==> config.mk <==
export PLATFORM = sky130hd
export DESIGN_NAME = reg_io_bridge_flat
export DESIGN_NICKNAME = d
export VERILOG_FILES = /design/src/rtl/types_pkg.sv /design/src/rtl/reg_io_bridge_if.sv /design/src/rtl/io_fifo.sv /design/src/rtl/reg_io_bridge.sv /design/src/flat_wrapper.sv
export SDC_FILE = /design/constraint.sdc
export NUM_CORES = 1
export LEC_CHECK = 0
export ABC_AREA = 1
export BUFFER_PORTS_ARGS = -buffer_cell sky130_fd_sc_hd__buf_4
export CAP_MARGIN = 10
export CORE_ASPECT_RATIO = 1.2
export CORE_MARGIN = 8
export CORE_UTILIZATION = 60
export DETAILED_ROUTE_END_ITERATION = 10
export GPL_TIMING_DRIVEN = 1
export PLACE_DENSITY = 0.8
export SETUP_SLACK_MARGIN = 0.15
export SYNTH_ARGS = -nofsm -noshare
export SYNTH_HDL_FRONTEND = slang
export SYNTH_HIERARCHICAL = 1
export SYNTH_SLANG_ARGS = --single-unit
==> constraint.sdc <==
create_clock -name clk -period 5.05 [get_ports clk]
set_clock_uncertainty 0.05 [all_clocks]
set_input_delay 0.7575 -clock clk [delete_from_list [all_inputs] [get_ports clk]]
set_output_delay 0.7575 -clock clk [all_outputs]
set_load 0.01 [all_outputs]
==> src/rtl/types_pkg.sv <==
// rtl/types_pkg.sv - shared data and FIFO pointer types for the register I/O bridge
//
// Purpose: one place for the register-file data width and the FIFO pointer/occupancy type.
// FIFO_PTR is deliberately wider than any practical FIFO index. Pointers are masked down to
// log2(FIFO_DEPTH) bits. The occupancy count keeps the spare high bits, so a full FIFO
// (count == FIFO_DEPTH) is never confused with an empty one (count == 0).
package types_pkg;

  localparam int DATA_WIDTH     = 32;
  localparam int FIFO_PTR_WIDTH = 16;

  typedef logic [DATA_WIDTH-1:0]     DATA_BUS;
  typedef logic [FIFO_PTR_WIDTH-1:0] FIFO_PTR;

endpackage

==> src/rtl/reg_io_bridge_if.sv <==
// rtl/reg_io_bridge_if.sv - valid/ready output stream carrying captured a0 values
//
// Signals:
//   out_data  - value at the FIFO head
//   out_valid - FIFO holds at least one entry
//   out_ready - consumer accepts out_data this cycle
// Modports: master (bridge side), slave (consumer side).
interface reg_io_bridge_if;
  import types_pkg::*;

  DATA_BUS out_data;
  logic    out_valid;
  logic    out_ready;

  modport master (output out_data, output out_valid, input out_ready);
  modport slave  (input out_data, input out_valid, output out_ready);

endinterface

==> src/rtl/io_fifo.sv <==
// rtl/io_fifo.sv - small synchronous FIFO for captured a0 values
//
// Ports:
//   clk, rst_n - clock, asynchronous active-low reset
//   push       - write request. It is accepted when not full, or when full but popping.
//   push_data  - value to write
//   pop        - read request. It is ignored while empty.
//   pop_data   - head entry. It is 0 while empty, so it is also 0 during reset.
//   full       - count == FIFO_DEPTH
//   empty      - count == 0
// FIFO_DEPTH must be a power of two and at least 2.
module io_fifo
  import types_pkg::*;
#(
  parameter int FIFO_DEPTH = 4
) (
  input  logic    clk,
  input  logic    rst_n,
  input  logic    push,
  input  DATA_BUS push_data,
  input  logic    pop,
  output DATA_BUS pop_data,
  output logic    full,
  output logic    empty
);

  localparam int      AW       = $clog2(FIFO_DEPTH);
  localparam FIFO_PTR PTR_MASK = FIFO_PTR'(FIFO_DEPTH - 1);
  localparam FIFO_PTR DEPTH_P  = FIFO_PTR'(FIFO_DEPTH);

  DATA_BUS mem [FIFO_DEPTH];
  FIFO_PTR wr_ptr;
  FIFO_PTR rd_ptr;
  FIFO_PTR count;
  logic    do_push;
  logic    do_pop;

  assign empty   = (count == '0);
  assign full    = (count == DEPTH_P);
  assign do_pop  = pop & ~empty;
  // When full, a pop in the same cycle frees the slot being written. This works because
  // wr_ptr == rd_ptr, the head is read combinationally, and the write lands on the edge.
  assign do_push = push & (~full | do_pop);

  assign pop_data = empty ? '0 : mem[rd_ptr[AW-1:0]];

  // The storage array is not reset. Only the pointers and the count carry meaning.
  always_ff @(posedge clk) begin
    if (do_push) begin
      mem[wr_ptr[AW-1:0]] <= push_data;
    end
  end

  always_ff @(posedge clk or negedge rst_n) begin
    if (!rst_n) begin
      wr_ptr <= '0;
      rd_ptr <= '0;
      count  <= '0;
    end else begin
      if (do_push) begin
        wr_ptr <= (wr_ptr + FIFO_PTR'(1)) & PTR_MASK;
      end
      if (do_pop) begin
        rd_ptr <= (rd_ptr + FIFO_PTR'(1)) & PTR_MASK;
      end
      case ({do_push, do_pop})
        2'b10:   count <= count + FIFO_PTR'(1);
        2'b01:   count <= count - FIFO_PTR'(1);
        default: count <= count;
      endcase
    end
  end

endmodule

==> src/rtl/reg_io_bridge.sv <==
// rtl/reg_io_bridge.sv - seconds counter into x31 plus change-capture FIFO for a0
//
// Ports:
//   clk, rst_n - clock, asynchronous active-low reset
//   a0         - live value of register x10
//   x31        - seconds count driven into register x31
//   tick       - one-cycle pulse in the cycle before x31 increments
//   io         - valid/ready stream of captured a0 values (master side)
//   ovf_clr    - clear the sticky overflow flag
//   overflow   - sticky flag. It is set when a captured a0 value was dropped.
module reg_io_bridge
  import types_pkg::*;
#(
  parameter int TICK_PERIOD = 50_000_000,
  parameter int FIFO_DEPTH  = 4
) (
  input  logic            clk,
  input  logic            rst_n,
  input  DATA_BUS         a0,
  output DATA_BUS         x31,
  output logic            tick,
  reg_io_bridge_if.master io,
  input  logic            ovf_clr,
  output logic            overflow
);

  localparam int PW = $clog2(TICK_PERIOD);
  typedef logic [PW-1:0] presc_t;
  localparam presc_t PRESC_LAST = presc_t'(TICK_PERIOD - 1);

  presc_t  presc;
  DATA_BUS a0_q;
  DATA_BUS head;
  logic    change;
  logic    pop_fire;
  logic    fifo_full;
  logic    fifo_empty;
  logic    drop;

  // tick is decoded from the prescaler rather than registered. It is therefore 0 while
  // reset holds presc at 0, and x31 steps on the same edge that wraps the prescaler.
  assign tick = (presc == PRESC_LAST);

  always_ff @(posedge clk or negedge rst_n) begin
    if (!rst_n) begin
      presc <= '0;
      x31   <= '0;
    end else if (tick) begin
      presc <= '0;
      x31   <= x31 + DATA_BUS'(1);
    end else begin
      presc <= presc + presc_t'(1);
    end
  end

  // a0_q resets to 0, so a nonzero a0 right after reset is captured on the first edge.
  assign change = (a0 != a0_q);

  always_ff @(posedge clk or negedge rst_n) begin
    if (!rst_n) begin
      a0_q <= '0;
    end else if (change) begin
      a0_q <= a0;
    end
  end

  assign pop_fire = io.out_valid & io.out_ready;
  // A push into a full FIFO is lost only when no pop frees a slot in the same cycle.
  assign drop     = change & fifo_full & ~pop_fire;

  // If a drop and a clear happen in the same cycle, the set wins.
  always_ff @(posedge clk or negedge rst_n) begin
    if (!rst_n) begin
      overflow <= 1'b0;
    end else if (drop) begin
      overflow <= 1'b1;
    end else if (ovf_clr) begin
      overflow <= 1'b0;
    end
  end

  io_fifo #(
    .FIFO_DEPTH (FIFO_DEPTH)
  ) u_fifo (
    .clk       (clk),
    .rst_n     (rst_n),
    .push      (change),
    .push_data (a0),
    .pop       (pop_fire),
    .pop_data  (head),
    .full      (fifo_full),
    .empty     (fifo_empty)
  );

  assign io.out_valid = ~fifo_empty;
  assign io.out_data  = head;

endmodule

==> src/flat_wrapper.sv <==
// flat-port wrapper written by rule: the top's interface ports become plain ports
module reg_io_bridge_flat import types_pkg::*;
#(
  parameter int TICK_PERIOD = 50_000_000,
  parameter int FIFO_DEPTH  = 4
)
  (clk, rst_n, a0, x31, tick, ovf_clr, overflow, io_out_data, io_out_valid, io_out_ready);
  reg_io_bridge_if io_i ();
  input  logic clk;
  input  logic rst_n;
  input  DATA_BUS a0;
  output DATA_BUS x31;
  output logic tick;
  input  logic ovf_clr;
  output logic overflow;
  output wire logic [$bits(io_i.out_data)-1:0] io_out_data;
  output wire logic [$bits(io_i.out_valid)-1:0] io_out_valid;
  input wire logic [$bits(io_i.out_ready)-1:0] io_out_ready;
  assign io_out_data = io_i.out_data;
  assign io_out_valid = io_i.out_valid;
  assign io_i.out_ready = io_out_ready;
  reg_io_bridge #(.TICK_PERIOD(TICK_PERIOD), .FIFO_DEPTH(FIFO_DEPTH)) u_core (.clk(clk), .rst_n(rst_n), .a0(a0), .x31(x31), .tick(tick), .io(io_i), .ovf_clr(ovf_clr), .overflow(overflow));
endmodule
# Word-level counts from Yosys, hierarchy flattened
# Memory sizes are Yosys's and may differ from the RTL's.
# Cells that the tools add are included.
# op_classes
add_sub_neg	6
n_eq_ne	5
n_mux	7
n_bitwise	9
reduce_logical	3
# op_table
cell	n
32-bit by 1-bit adder with 32-bit output (second input constant)	1
32-bit two-way mux	1
32-bit != test	1
16-bit one-hot mux with 2 select lines	1
26-bit by 1-bit adder with 26-bit output (second input constant)	1
26-bit == test (second input constant)	1
26-bit two-way mux	1
16-bit by 1-bit adder with 16-bit output (second input constant)	1
16-bit by 3-bit == test with 1-bit output (second input constant)	1
16-bit logical NOT	1
16-bit by 1-bit subtractor with 16-bit output (second input constant)	1
1-bit bitwise AND	5
2-bit by 1-bit adder with 2-bit output (second input constant)	2
1-bit two-way mux	4
2-bit nonzero test	2
1-bit NOT	3
2-bit by 1-bit == test with 1-bit output (second input constant)	1
2-bit == test (second input constant)	1
1-bit OR	1
# totals
ff_bits	111
mem_count	1
ramBits	128
word_cells	38
output_inout_bits	67
in_bits	36
# mem_list
memory	words	width	rd	rd_ports_with_merged_regs	write_ports	line_no	source
u_core.u_fifo.mem	4	32	1	0	1	io_fifo.sv:31	DATA_BUS mem [FIFO_DEPTH];

# Depth between registers and ports, before layout
# Gate-level depths: netlist of run 1.
# logic_depth
word_depth	8
mapped_depth	22
ltp_nobuf	22

# Cells and area by module
# The synthesis of run 1 kept the hierarchy.
# modules_own_cells
mod	instances	seq_area_each_um2	cells_each	area_each_um2
io_fifo	1	4344.2	640	6810.3
reg_io_bridge	1	2277.2	667	4911.0

# Worst setup path after synthesis of run 1
# Ideal clock, no wire load.
# synth_timing
path_type	register -> register
startpoint	reg u_core.u_fifo.count[15]
endpoint	mem u_core/u_fifo/mem[0][0] (netlist name), enable pin
required_time_ps	4579
slack_ps	1484
path_buffers	1
arrival_ps	3095
stages_incl_launch_ff	12
setup_ps	421
synth_period_minus_slack_ps	3566
path_cell_list	dfrtp_1 -> nor2_1 -> nand2_1 -> nor2_4 -> nand2_4 -> buf_1 -> inv_1 -> nor2_1 -> nand2_4 -> nand2_1 -> nand2_1 -> nor2_1
# synth_via
elab_chain_cells	8
word_cells_on_any_way	10
classes_between	1 x eq/ne; 2 x mux; 6 x bitwise; 1 x reduce/logical
# synth_rtl
item	line_no	source
start: declaration	io_fifo.sv:34	FIFO_PTR count;
start signal: assignment	io_fifo.sv:67	2'b10: count <= count + FIFO_PTR'(1);
start signal: assignment	io_fifo.sv:68	2'b01: count <= count - FIFO_PTR'(1);
start signal: assignment	io_fifo.sv:69	default: count <= count;
16-bit logical NOT	io_fifo.sv:38	assign empty = (count == '0);
net u_core.fifo_empty	reg_io_bridge.sv:37	logic fifo_empty;
1-bit NOT	reg_io_bridge.sv:95	assign io.out_valid = ~fifo_empty;
1-bit bitwise AND	reg_io_bridge.sv:67	assign pop_fire = io.out_valid & io.out_ready;
net u_core.pop_fire	reg_io_bridge.sv:35	logic pop_fire;
1-bit bitwise AND	io_fifo.sv:40	assign do_pop = pop & ~empty;
1-bit OR	io_fifo.sv:43	assign do_push = push & (~full | do_pop);
1-bit bitwise AND	io_fifo.sv:43	
1-bit two-way mux	io_fifo.sv:49	if (do_push) begin
1-bit two-way mux (not written as such)	io_fifo.sv:50	mem[wr_ptr[AW-1:0]] <= push_data;
end: declaration	io_fifo.sv:31	
# The timed path passes the listed nets, and every way through them passes these cells.

# Final worst setup path of run 1
# layout_timing
startpoint	reg u_core.u_fifo.count[15]
endpoint	reg u_core.u_fifo.count[11]
# layout_via
elab_chain_cells	8
word_cells_on_any_way	12
classes_between	3 x eq/ne; 1 x mux; 6 x bitwise; 2 x reduce/logical
# layout_rtl
item	line_no	source
16-bit logical NOT (*)	io_fifo.sv:38	
net u_core.fifo_empty	reg_io_bridge.sv:37	
1-bit NOT (*)	reg_io_bridge.sv:95	
1-bit bitwise AND (*)	reg_io_bridge.sv:67	
net u_core.pop_fire	reg_io_bridge.sv:35	
1-bit bitwise AND (*)	io_fifo.sv:40	
1-bit OR	io_fifo.sv:43	
1-bit bitwise AND	io_fifo.sv:43	
2-bit by 1-bit == test with 1-bit output / 2-bit == test (equally long branches)	io_fifo.sv:66	case ({do_push, do_pop})
16-bit one-hot mux with 2 select lines / 2-bit nonzero test (equally long branches)	n/a	
# Mark *: on every way through the listed nets, which the timed path passes. The rest lies on a longest branch.
# A chain may end at the register's enable or synchronous reset.

==> flow_summary.yaml, run 1 <==
setup_path:
  endpoint_kind: "register"
  crit_type: "reg -> reg"
  startpoint_type: "register"
  crit_arrival_ns: 4.24
  path_max_fanout: 37
  required_ns: 5.39
placed_design:
  postPlaceCellArea_sq_mm: 0.0126
  gp_congestion: 0.913
  dp_hpwl_mm: 17.4
  place_inst: 1615
  port_buffers: 102
logic_synthesis:
  syn_nets: 1364
  syn_area_per_cell_sq_um: 8.97
  synth-seq-cells: 239
  ys_seq_area_share_pct: 56.5
  netlist.area_leader.share_pct: 32.8
  synth.area.top_cells: "edfxtp_1 33%, dfrtp_1 24%, nand2_1 12%, nor2_1 6.8%, inv_1 4.5%"
  synth_area_leader_cell: "edfxtp_1"
  yosysWarnings: 6
  syn_inst: 1307
  synth_cell_types: 41
  syn_area_sq_mm: 0.0117
route:
  dr.pass1.iters: 5
  via_per_inst: 5.36
  drt_iter0_drc: 475
  vias: 8878
  drt-total-wl_mm: 26.4
  avgRoutedWirePerCell_um: 15.9
  remaining_drc_errors: 0
  antenna_left: 0
global_route:
  grt_pass1_wl_mm: 42.7
  antenna_found_initial: 1
  grt_max_degree: 66
  grt_pass1_vias: 8782
  grt_overflow: 0
  grt_util_all_layers_pct: 21.8
pwr:
  switching_share_pct: 34.2
  p_seq_share_pct: 41.8
  powerDensity_mw_per_mm2: 492
  power.total_mw: 6.58
  p_clk_share_pct: 26.3
  ir_drop_uv: 351
  combPwrFrac_pct: 32.0
  p_sw_mw: 2.25
  leakage_nw: 6.06
  p_int_mw: 4.33
cts:
  clk_pin_slew_ns: 0.07
  htree_levels: 1
  clkLatencyLatePin_ns: 0.51
  cts_tree: "yes"
  cts_hold_buf: 0
  root_buffer: "clkbuf_16"
  clockBufferDepth: 3
  cts-buffers-inserted: 23
  cts.sinks: 239
  cts_setup_buffers: 0
  cts_resized: 0
sta:
  hold_viol: 0
  rsz0062_at_grt: "false"
  slew_headroom_pct: 17.4
  max_freq_ghz: 0.256
  setup_viol: 0
  tightest_slew_ns: 1.24
  tns_ns: 0
  slew_viol_final: 0
  fin_crit_ns: 3.90
  fin_crit_sh_pct: 77.2
layout:
  nets: 1436
  syn2layout_area_growth_pct: 14.2
  fillers: 1479
  final_cells: 1656
  fin_area_sq_mm: 0.0134
  n_antenna_cell: 0
  drive_gt1_share_pct: 13.2
die:
  rows: 56
  start_util_pct: 60.6
  core_area_sq_mm: 0.0193
  die_w_um: 144
  die_h_um: 169
  dieArea_sq_mm: 0.0243
  ioPinCount: 103
flow_run:
  cap_violations: 0
hold_path:
  hp-class: "in -> async"
outcome:
  outcome: "completed"
## final timing paths
check	slack, ns	cells past startpoint	start	to
min in group clk	0.35	1	a0[13]	u_core/a0_q[13]
setup / recovery	1.15	18	u_core/u_fifo/count[15]	u_core/u_fifo/count[11]
hold / removal	0.19	1	rst_n	u_core/x31[2]
hold reg to reg	0.44	2	u_core/overflow	u_core/overflow
setup reg to reg	1.15	18	u_core/u_fifo/count[15]	u_core/u_fifo/count[11]
max in group asynchronous	3.80	2	rst_n	u_core/a0_q[20]
## layer usage
| metal | track usage (%) | routed length (um) |
|---|---|---|
| met3 | 3.47 | 1490 |
| met4 | 6.14 | 545 |
| met1 | 26.0 | 10800 |
| met2 | 39.6 | 13600 |
| met5 | 0 | 13 |
## synth_stat cells (all sizes together)
master,n
a21oi,18
xnor2,38
o21ai,47
clkinv,1
nand4,10
dfrtp,111
nand3b,7
nor2,221
buf,19
ha,20
xor2,27
fa,1
nor3,19
o21bai,1
o32ai,32
clkbuf,44
a21o,1
and2,1
nand2,369
or2,2
edfxtp,128
inv,145
nor3b,1
nand3,42
nor4,1
and3,1
## critical path: stages (launching register included)
cell     delay [ns]
dfrtp_1        0.41
nor2_1         0.07
nand2_1        0.10
nor2_4         0.06
nand2_4        0.42
inv_1          0.13
nor2_1         0.61
nand3_4        0.17
inv_1          0.43
ha_1           0.38
nand2_1        0.13
inv_1          0.05
a21oi_1        0.14
nand2_1        0.11
nand2_1        0.07
nand2_1        0.06
or2_2          0.27
nand3_1        0.07
nand2_1        0.05
## power groups by stage
| stage | clock network (mW) | logic (mW) | registers [mW] |
|---|---|---|---|
| 2_1_floorplan | 0 | 1.32 | 2.70 |
| 3_3_place_gp | 0 | 2.04 | 2.77 |
| 3_5_place_dp | 0 | 2.11 | 2.78 |
| 4_1_cts | 1.76 | 2.12 | 2.75 |
| 5_1_grt | 1.84 | 2.32 | 2.79 |
| 6_report | 1.73 | 2.10 | 2.75 |
## final cells by class
| type | instances | area (sq um) | area share [%] |
|---|---|---|---|
| well taps | 261 | 327 | 2.44 |
| inverters | 146 | 549 | 4.11 |
| repair buffers | 110 | 826 | 6.17 |
| clock buffers | 29 | 641 | 4.79 |
| multi-input cells | 859 | 4290 | 32.1 |
| flip-flops and latches | 239 | 6620 | 49.5 |
| clock inverters | 12 | 125 | 0.935 |
## state kept, by name (all words and copies together), names as in the netlist
| signal | count |
|---|---|
| u_core/a0_q | 32 |
| u_core/overflow | 1 |
| u_core/presc | 26 |
| u_core/u_fifo/count | 16 |
| u_core/u_fifo/mem | 128 |
| u_core/u_fifo/rd_ptr | 2 |
| u_core/u_fifo/wr_ptr | 2 |
| u_core/x31 | 32 |
## stage by stage
step | hold WS [ns] | utilization, % | setup WS, ns
2_1_floorplan | 0.383 | - | 1.48
3_3_place_gp | 0.396 | 65.2 | 1.35
3_5_place_dp | 0.420 | 65.2 | 1.20
4_1_cts | 0.204 | 69.2 | 1.22
5_1_grt | 0.240 | 69.2 | 0.829
6_report | 0.189 | 69.2 | 1.15
## kinds of logic (layout without fill, tap and decap cells)
kind of cell    Yosys count  count (layout)  share of synthesized area, %
xor+xnor                 65              65                          4.86
fa+ha+maj                21              21                          2.31
flops                   239             239                          56.5
simple gates            674             674                          23.7
buf+inv                 209             297                          7.17
compound gates           99              99                          5.49
## cell usage in the layout (no fill, tap or decap), types with 3 or more instances in the layout
cell type and n:
inv_2 4, ha_1 20, nor2_1 209, clkinvlp_4 3, nand3_1 40, clkbuf_1 4
nor3_1 17, o21ai_0 38, o21ai_1 3, a21oi_1 18, nand4_1 9, xor2_1 27
clkinv_2 6, nor2_4 7, o32ai_1 32, clkbuf_16 25, edfxtp_1 128, nor2_2 5
dfrtp_1 109, nand2_1 365, o21ai_2 6, inv_1 141, buf_4 110, nand3b_1 7
xnor2_1 38
(Power assumes the default switching activity.)
==> run 2: changes to the inputs <==
Settings changed: CORE_UTILIZATION 60 to 54, PLACE_DENSITY 0.8 to 0.76.
Clock period 5.05 ns to 3.47 ns, I/O delays scaled along.
==> flow_summary.yaml, run 2 (synthesis gave the netlist of run 1 again) <==
outcome:
  outcome: "completed"
pwr:
  combPwrFrac_pct: 31.3
  leakage_nw: 6.17
  switching_share_pct: 32.9
  p_sw_mw: 3.29
  p_int_mw: 6.70
  ir_drop_uv: 677
  power.total_mw: 9.99
  p_seq_share_pct: 40.0
  powerDensity_mw_per_mm2: 732
  p_clk_share_pct: 28.7
sta:
  rsz0062_at_grt: "false"
  tightest_slew_ns: 0.641
  slew_viol_final: 0
  fin_crit_sh_pct: 87.0
  max_freq_ghz: 0.331
  fin_crit_ns: 3.02
  tns_ns: 0
  setup_viol: 0
  slew_headroom_pct: 57.3
  hold_viol: 0
global_route:
  grt_util_all_layers_pct: 20.0
  grt_overflow: 0
  antenna_found_initial: 4
  grt_pass1_vias: 9029
  grt_max_degree: 46
  grt_pass1_wl_mm: 43.5
hold_path:
  hp-class: "in -> reg"
  hold_depth: 1
layout:
  final_cell_mix: "365 x nand2_1, 209 x nor2_1, 140 x inv_1"
  drive_gt1_share_pct: 14.1
  n_antenna_cell: 0
  regArea_sq_mm: 0.00662
  fillers: 1732
  final_common_cell: "nand2_1"
  largest_reg_flops: 128
  multi_input_area_sq_mm: 0.00429
  nets: 1448
  postLayoutCoreUtil_pct: 63.6
  syn2layout_area_growth_pct: 16.5
  fin_area_sq_mm: 0.0137
route:
  vias: 8759
  drt_iter0_drc: 663
  avgRoutedWirePerCell_um: 15.6
  drt-total-wl_mm: 26.2
  remaining_drc_errors: 0
  antenna_left: 0
  via_per_inst: 5.20
  dr.pass1.iters: 5
die:
  dieArea_sq_mm: 0.0267
  die_h_um: 177
  die_w_um: 150
  start_util_pct: 54.6
  rows: 59
  ioPinCount: 103
  core_area_sq_mm: 0.0215
placed_design:
  port_buffers: 102
  gp_congestion: 0.933
  postPlaceCellArea_sq_mm: 0.0127
  dp_hpwl_mm: 17.7
cts:
  clockBufferDepth: 3
  root_buffer: "clkbuf_16"
  clk_pin_slew_ns: 0.07
  htree_levels: 1
  cts.sinks: 239
  cts_tree: "yes"
  cts-buffers-inserted: 24
  clkLatencyLatePin_ns: 0.51
setup_path:
  path_max_fanout: 36
  crit_type: "reg -> out"
  endpoint_kind: "output port"
  required_ns: 2.90
  crit_arrival_ns: 2.45
  startpoint_type: "register"
  r2r_cells: 19
flow_run:
  cap_violations: 0
## run 2: routing by layer
metal  routed length, um  track usage (%)  vias up
li1                    -                -     4338
met1               10700             24.0     4151
met2               13300             36.0      209
met3                1670             4.06       53
met4                 540             4.76        8
met5                  55                0        -
## run 2: repair_timing
item | CTS | global route
setup buffers | 0 | 0
gates resized for setup | 0 | 1
endpoints found under the setup margin | 0 | 7
hold buffers | 1 | 0
hold endpoints to repair | 5 | 0
## run 2: area by class of cell
class | instances | area share, %
repair inverters | 1 | 0.0366
flip-flops and latches | 239 | 48.5
multi-input cells | 859 | 31.4
inverters | 146 | 4.05
clock buffers | 28 | 4.74
well taps | 274 | 2.51
clock inverters | 16 | 1.80
repair buffers | 120 | 6.98
## run 2: worst max-delay path: stages, from the launching register on
cell     delay (ns)
dfrtp_2        0.78
buf_4          0.45
nor2_1         0.09
o32ai_1        0.35
nand2_1        0.08
inv_1          0.06
buf_4          0.11
## run 2: power groups by stage
stage               clock (mW)  sequential (mW)  combinational (mW)
finish                    2.87             4.00                3.13
CTS                       2.94             3.99                3.18
detailed placement           0             4.05                3.14
global route              3.04             4.05                3.46
floorplan                    0             3.92                1.93
global placement             0             4.03                3.08
## run 2: path summary, 6_finish.rpt
| check | start | endpoint | slack (ns) |
|---|---|---|---|
| min in group asynchronous | rst_n | u_core/x31[1] | 0.53 |
| hold reg to reg | u_core/presc[0] | u_core/presc[0] | 0.41 |
| setup / recovery | u_core/u_fifo/rd_ptr[0] | io_out_data[20] | 0.45 |
| setup reg to reg | u_core/a0_q[0] | u_core/u_fifo/count[11] | 0.47 |
| hold / removal | a0[28] | u_core/a0_q[28] | 0.11 |
| max in group asynchronous | rst_n | u_core/a0_q[9] | 2.07 |
## run 2: stage by stage
stage          hold slack [ns]  cells  worst slack, ns
6_report                 0.111   1683            0.452
5_1_grt                 0.0931   1683            0.155
2_1_floorplan            0.175   1307          -0.0961
4_1_cts                 0.0892   1682            0.258
3_3_place_gp             0.400   1637            0.109
3_5_place_dp             0.404   1637           0.0401
==> run 3: changes to the inputs <==
Settings changed: CELL_PAD_IN_SITES_DETAIL_PLACEMENT set to 2, CELL_PAD_IN_SITES_GLOBAL_PLACEMENT set to 2, CORE_UTILIZATION 54 to 34, PLACE_DENSITY 0.76 to not set, PLACE_DENSITY_LB_ADDON set to 0.1.
==> flow_summary.yaml, run 3 (synthesis gave the netlist of run 1 again) <==
setup_path:
  endpoint_kind: "register"
  crit_type: "reg -> reg"
  path_max_fanout: 8
  crit_arrival_ns: 3.33
  r2r_cells: 21
  startpoint_type: "register"
  required_ns: 3.84
cts:
  htree_levels: 1
  cts.sinks: 239
  root_buffer: "clkbuf_16"
  cts_setup_buffers: 0
  cts_tree: "yes"
  clockBufferDepth: 3
  clkLatencyLatePin_ns: 0.54
  clk_pin_slew_ns: 0.06
  cts-buffers-inserted: 27
route:
  via_per_inst: 4.81
  vias: 9029
  remaining_drc_errors: 0
  antenna_left: 0
  drt_iter0_drc: 287
  dr.pass1.iters: 4
  avgRoutedWirePerCell_um: 18.2
  drt-total-wl_mm: 34.1
pwr:
  p_seq_share_pct: 39.9
  ir_drop_uv: 334
  powerDensity_mw_per_mm2: 727
  p_sw_mw: 3.53
  p_int_mw: 6.62
  p_clk_share_pct: 28.8
  switching_share_pct: 34.8
  combPwrFrac_pct: 31.3
  leakage_nw: 6.22
layout:
  fin_area_sq_mm: 0.0139
  n_antenna_cell: 0
  postLayoutCoreUtil_pct: 41.1
  nets: 1457
  syn2layout_area_growth_pct: 19.0
  drive_gt1_share_pct: 15.1
  largest_reg_flops: 128
  final_cell_mix: "365 x nand2_1, 206 x nor2_1, 139 x inv_1"
  final_common_cell: "nand2_1"
die:
  dieArea_sq_mm: 0.0407
  die_w_um: 185
  rows: 74
  start_util_pct: 34.5
  core_area_sq_mm: 0.0340
  ioPinCount: 103
  die_h_um: 219
placed_design:
  gp_congestion: 0.802
  port_buffers: 102
  postPlaceCellArea_sq_mm: 0.0130
  dp_hpwl_mm: 24.1
hold_path:
  hold_depth: 1
  hp-class: "in -> reg"
sta:
  setup_viol: 0
  slew_viol_final: 0
  slew_headroom_pct: 36.1
  hold_viol: 0
  tightest_slew_ns: 0.956
  fin_crit_sh_pct: 85.5
  rsz0062_at_grt: "false"
  max_freq_ghz: 0.337
  fin_crit_ns: 2.97
  fin_hold_ws_ns: 0.0826
global_route:
  grt_pass1_wl_mm: 55.8
  grt_overflow: 0
  grt_max_degree: 59
  grt_util_all_layers_pct: 17.3
  antenna_found_initial: 0
  grt_pass1_vias: 10352
flow_run:
  cap_violations: 0
outcome:
  outcome: "completed"
[run 3: critical path, cell delays in order (launching register included)]
cell and delay (ns):
dfrtp_1 0.37, xnor2_1 0.19, nand2_1 0.09, nor2_2 0.15
nand2_1 0.10, nor2_2 0.14, nand2_1 0.12, inv_2 0.10
nand3_4 0.08, inv_2 0.12, buf_4 0.17, ha_1 0.30
nand2_1 0.11, inv_1 0.06, nand2_1 0.07, nand2_1 0.08
a21oi_1 0.17, nand2_1 0.12, inv_1 0.07, nand2_1 0.05
nand3_1 0.06, nand2_1 0.06
[run 3: path summary, 6_finish.rpt]
check	slack [ns]	end	start
worst max-delay path	0.50	u_core/u_fifo/count[15]	u_core/a0_q[4]
worst min-delay path	0.08	u_core/a0_q[4]	a0[4]
worst max register to register	0.50	u_core/u_fifo/count[15]	u_core/a0_q[4]
worst min register to register	0.41	u_core/presc[0]	u_core/presc[0]
max in group asynchronous	2.21	u_core/a0_q[15]	rst_n
min in group asynchronous	0.48	u_core/x31[29]	rst_n
[run 3: metrics by stage]
step | total power, mW | instances | setup TNS [ns] | worst slack (ns)
after floorplan | 5.85 | 1307 | -12.31 | -0.0961
after global placement | 7.25 | 1826 | 0 | 0.0612
after detailed placement | 7.38 | 1826 | 0 | 0.0187
after CTS | 10.4 | 1876 | 0 | 0.209
after global routing | 10.8 | 1876 | 0 | 0.164
final | 10.1 | 1876 | 0 | 0.505
[run 3: final cells by class]
class / count / area (sq um)
clock buffers: 32 / 724
clock inverters: 17 / 185
fillers: 3807 / 20000
inverters: 146 / 549
multi-input cells: 859 / 4300
flip-flops and latches: 239 / 6630
well taps: 456 / 571
repair buffers: 127 / 993
[run 3: routing by layer]
metal  vias to the layer above  wire length (um)  GRT usage [%]
met5                         -                 0              0
met3                        33              1400           2.81
met1                      4530             14500           20.8
met2                       125             17700           31.8
met4                         0               477           3.66
li1                       4341                 -              -
[run 3: power by group through the flow]
stage | Combinational (mW) | Clock [mW] | Sequential, mW
finish | 3.17 | 2.92 | 4.05
global route | 3.56 | 3.12 | 4.13
CTS | 3.29 | 3.03 | 4.06
detailed placement | 3.27 | 0 | 4.11
global placement | 3.17 | 0 | 4.07
floorplan | 1.93 | 0 | 3.92
[run 3: what timing repair did]
action / 4_1_cts / 5_1_grt
setup endpoints to repair: 0 / 9
hold buffers: 1 / 0
hold endpoints to repair: 38 / 0
gates resized for setup: 0 / 7
